$ cat src/rtl/vga_timing_gen.sv
// vga_timing_gen: raster timing for a VGA-style display.
// Produces pixel coordinates, active-video flag, active-low syncs, a
// free-running frame counter and a divided, pausable animation strobe.
// active/hsync/vsync are registered from the next-cycle coordinates so they
// line up with x/y in the same cycle (zero skew).
module vga_timing_gen #(
  parameter int H_ACTIVE  = 640,
  parameter int H_FP      = 16,
  parameter int H_SYNC    = 96,
  parameter int H_BP      = 48,
  parameter int V_ACTIVE  = 480,
  parameter int V_FP      = 10,
  parameter int V_SYNC    = 2,
  parameter int V_BP      = 33,
  parameter int FRAME_DIV = 1
) (
  input  logic       clk,
  input  logic       rst_n,
  input  logic       pause,
  output logic [9:0] x,
  output logic [9:0] y,
  output logic       active,
  output logic       hsync,
  output logic       vsync,
  output logic       next_frame,
  output logic [7:0] frame_count
);

  localparam int H_TOTAL = H_ACTIVE + H_FP + H_SYNC + H_BP;
  localparam int V_TOTAL = V_ACTIVE + V_FP + V_SYNC + V_BP;

  localparam logic [9:0]  H_LAST   = 10'(H_TOTAL - 1);
  localparam logic [9:0]  V_LAST   = 10'(V_TOTAL - 1);
  localparam logic [9:0]  V_EVT    = 10'(V_ACTIVE);
  localparam logic [10:0] H_ACT    = 11'(H_ACTIVE);
  localparam logic [10:0] H_SS     = 11'(H_ACTIVE + H_FP);
  localparam logic [10:0] H_SE     = 11'(H_ACTIVE + H_FP + H_SYNC);
  localparam logic [10:0] V_ACT    = 11'(V_ACTIVE);
  localparam logic [10:0] V_SS     = 11'(V_ACTIVE + V_FP);
  localparam logic [10:0] V_SE     = 11'(V_ACTIVE + V_FP + V_SYNC);
  localparam logic [7:0]  DIV_LAST = 8'(FRAME_DIV - 1);

  logic [9:0]  r_x;
  logic [9:0]  r_y;
  logic        r_active;
  logic        r_hsync;
  logic        r_vsync;
  logic        r_next_frame;
  logic [7:0]  r_frame_count;
  logic [7:0]  r_div;

  logic        w_x_last;
  logic        w_y_last;
  logic [9:0]  w_x_nxt;
  logic [9:0]  w_y_nxt;
  logic [10:0] w_xe;
  logic [10:0] w_ye;
  logic        w_frame_evt;

  // Next-coordinate computation shared by the counters and the aligned flags
  always_comb begin
    w_x_last    = (r_x == H_LAST);
    w_y_last    = (r_y == V_LAST);
    w_x_nxt     = w_x_last ? 10'd0 : r_x + 10'd1;
    w_y_nxt     = r_y;
    if (w_x_last) begin
      w_y_nxt = w_y_last ? 10'd0 : r_y + 10'd1;
    end
    w_xe        = {1'b0, w_x_nxt};
    w_ye        = {1'b0, w_y_nxt};
    w_frame_evt = (r_x == 10'd0) && (r_y == V_EVT);
  end

  // Raster counters and frame counter
  always_ff @(posedge clk or negedge rst_n) begin
    if (!rst_n) begin
      r_x           <= 10'd0;
      r_y           <= 10'd0;
      r_frame_count <= 8'd0;
    end else begin
      r_x <= w_x_nxt;
      r_y <= w_y_nxt;
      if (w_x_last && w_y_last) begin
        r_frame_count <= r_frame_count + 8'd1;
      end
    end
  end

  // Active/sync flags registered from the next coordinates for zero skew
  always_ff @(posedge clk or negedge rst_n) begin
    if (!rst_n) begin
      r_active <= 1'b1;
      r_hsync  <= 1'b1;
      r_vsync  <= 1'b1;
    end else begin
      r_active <= (w_xe < H_ACT) && (w_ye < V_ACT);
      r_hsync  <= !((w_xe >= H_SS) && (w_xe < H_SE));
      r_vsync  <= !((w_ye >= V_SS) && (w_ye < V_SE));
    end
  end

  // Frame divider: pulse the cycle after a qualifying frame event
  always_ff @(posedge clk or negedge rst_n) begin
    if (!rst_n) begin
      r_div        <= 8'd0;
      r_next_frame <= 1'b0;
    end else begin
      r_next_frame <= 1'b0;
      if (w_frame_evt && !pause) begin
        if (r_div == DIV_LAST) begin
          r_div        <= 8'd0;
          r_next_frame <= 1'b1;
        end else begin
          r_div <= r_div + 8'd1;
        end
      end
    end
  end

  assign x           = r_x;
  assign y           = r_y;
  assign active      = r_active;
  assign hsync       = r_hsync;
  assign vsync       = r_vsync;
  assign next_frame  = r_next_frame;
  assign frame_count = r_frame_count;

endmodule
$ cat config.mk
export PLATFORM = sky130hd
export DESIGN_NAME = vga_timing_gen
export DESIGN_NICKNAME = d
export VERILOG_FILES = /design/src/rtl/vga_timing_gen.sv
export SDC_FILE = /design/constraint.sdc
export NUM_CORES = 1
export LEC_CHECK = 0
export BUFFER_PORTS_ARGS = -buffer_cell sky130_fd_sc_hd__buf_2
export CORE_UTILIZATION = 40
export CTS_CLUSTER_SIZE = 30
export DETAILED_ROUTE_END_ITERATION = 12
export HOLD_SLACK_MARGIN = 0.08
export PLACE_DENSITY_LB_ADDON = 0.1
export SYNTH_ARGS = -nofsm -noshare
export SYNTH_HDL_FRONTEND = slang
export SYNTH_SLANG_ARGS = --single-unit
$ cat constraint.sdc
create_clock -name clk -period 3.15 [get_ports clk]
set_input_delay 0.63 -clock clk [delete_from_list [all_inputs] [get_ports clk]]
set_output_delay 0.63 -clock clk [all_outputs]
set_load 0.01 [all_outputs]
==> flow_summary.toml <==
[sta]
fin_ws_ns = 0.746
rsz0062_at_grt = "no"
skew_ns = 0.00449
min_period_ns = 2.40
finalHoldViolCount = 0
setup_tns_ns = 0
slew_viol_final = 0
relSlewSlack = 0.417
max_freq_mhz = 416
finalSetupViolations = 0
fin_crit_sh = 0.763
worst_pin_slew_ns = 0.875

[worst_setup_path]
cp-start-kind = "register"
cp_cell_sequence = "ha_1 -> nand4_1 -> or3_1 -> nor2_1 -> mux2_2"
crit_buf_inv = 0
cp_num_cells = 5
max_stage_delay_ns = 0.56
r2r_cells = 5
cp_max_fo = 8
criticalPathCategory = "reg -> reg"
end_kind = "register"
reg2reg_slack_ns = 0.75
required_ns = 3.33
crit_slowest_cell = "or3_1"
path_delay_family = "simple AND/OR/NAND/NOR gates"
cp.arrival_ns = 2.59

[clock_tree]
cts_made_buffers = 5
clk_latency_ns = 0.29
clock_sinks = 40
htree_levels = 2
root_buffer = "clkbuf_8"
clk_pin_slew_ns = 0.08
hold_buffers = 0
post_cts_resized = 0
clock_path_buffers = 2
cts_tree = "built"
post_cts_buffers = 0

[global_route]
grt_pass1_vias = 1467
overflow = 0
grt_max_degree = 41
grt_pass1_wl_um = 7040
track_usage = 0.175
antenna_found_initial = 0

[floorplanning]
io_pins = 35
rows = 25
coreArea_um2 = 4790
die_h_um = 72.9
start_util = 0.421
die_area_um2 = 5320
fp.dieW_um = 72.9

[placement]
place_ws_ns = 0.726
io_buffers = 34
hpwl_um = 2990
place_area_um2 = 2240
gp_congestion = 0.873

[run_status]
outcome = "finished, final reports clean"

[finish]
final_nets = 241
fillers = 478
antenna_cells = 0
areaGrowthSynthToFinish_pct = 17.2
drive_gt1_frac = 0.237
fin_area_um2 = 2360

[yosys]
netlist.top_cell.by_area = "dfrtp_1"
yosysSeqAreaShare = 0.499
synth_flop_cell = "dfrtp_1"
syn_nets = 206
avgSynthCellArea_um2 = 10.3
synth_area_um2 = 2010
yosysWarnings = 0
yosys-top-cells-area = "dfrtp_1, xnor2_1, ha_1"
synth_edf_count = 0
ys_seq_elements = 40
yosysTopAreaCellShare = 0.460
synthCells = 196
async_flop_share = 1.00
synth_cell_types = 34

[detailed_routing]
viasPerCell = 5.15
post-route-drc-count = 0
drt-initial-drc-count = 102
vias = 1540
wl_per_cell_um = 13.8
drt_wl_total_um = 4130
ant_nets = 0
drt-pass1-iter-count = 4

[run]
maxCapViolations = 0

[power_and_ir_drop]
p_leak_nw = 1.11
powerDensity_nw_per_um2 = 409
peakVddDrop_v = 0.000378

[hold_path]
hold_class = "in -> async"
[cells in the mapped netlist (2+ instances only)]
library cell	number
dfrtp_1	37
xnor2_1	19
nand3_1	17
inv_1	14
nand2_1	13
nand4_1	13
nor2_1	12
ha_1	7
o21ai_0	6
xor2_1	6
nor4_1	5
and3_1	4
buf_2	4
nor3_1	4
or3_1	4
clkbuf_1	3
dfstp_2	3
nand4b_1	3
a21oi_2	2
and2_1	2
mux2_2	2
o22ai_1	2
o31ai_1	2
or4_4	2
[report_power, final]
part           total, mW  internal, mW  switching (mW)
Combinational     0.0159       0.00298          0.0129
Clock              0.432         0.239           0.193
Sequential         0.516         0.514         0.00177
Total              0.964         0.756           0.207
[final timing paths]
kind | to | startpoint
hold reg to reg | frame_count[7] | frame_count[7]
setup reg to reg | frame_count[1] | x[0]
hold / removal | x[2] | rst_n
max in group asynchronous | r_div[2] | rst_n
min in group clk | frame_count[7] | frame_count[7]
setup / recovery | frame_count[1] | x[0]
[per-layer routing]
layer  vias to the layer above  global-route usage  part of all wire
met4                         0              0.0566             0.010
met3                         4              0.0331             0.031
met2                        34               0.270              0.46
li1                        764                   -                 -
met5                         -                   0                 0
met1                       738               0.247              0.50
[area by class of cell]
cell class                      count  area [um2]  area share
Tap cell                           67        83.8      0.0355
Clock inverter                      3        46.3      0.0196
Multi-Input combinational cell    135         925       0.392
Timing Repair Buffer               35         178      0.0753
Sequential cell                    40        1000       0.426
Inverter                           14        52.6      0.0223
Clock buffer                        5        68.8      0.0292
[registers in the layout, indices dropped and copies added, names as in the netlist]
signal and flops:
y 10, vsync 1, hsync 1, x 10
r_div 8, next_frame 1, frame_count 8, active 1
[per-stage QoR]
stage / utilization / power (mW) / hold slack [ns] / instances
floorplan: - / 0.530 / 0.334 / 196
global placement: 0.469 / 0.544 / 0.462 / 291
detailed placement: 0.469 / 0.543 / 0.468 / 291
CTS: 0.493 / 0.981 / 0.484 / 299
global route: 0.493 / 0.998 / 0.512 / 299
finish: 0.493 / 0.964 / 0.452 / 299
[kinds of logic after synthesis]
kind of cell	share of synthesized area
and+or+nand+nor	0.236
DFF	0.499
xor gates and xnor gates	0.109
buffers and inverters	0.0416
AOI/OAI and AO/OA	0.0553
adders and majority gates	0.0435
muxes	0.0162
[cell usage in the layout, fill, tap and decap left out, drive strengths merged, types with 2 or more instances in the layout]
master and n:
dfrtp 37, buf 35, xnor2 19, nand3 17, inv 15, nand2 13
nand4 13, nor2 12, ha 7, xor2 6, o21ai 6, nor4 5
clkbuf 5, or3 5, nor3 5, and3 4, nand4b 3, dfstp 3
or4 3, o31ai 2, a21oi 2, o22ai 2, and2 2, mux2 2
Note: power is estimated with default switching activity, not from simulation.
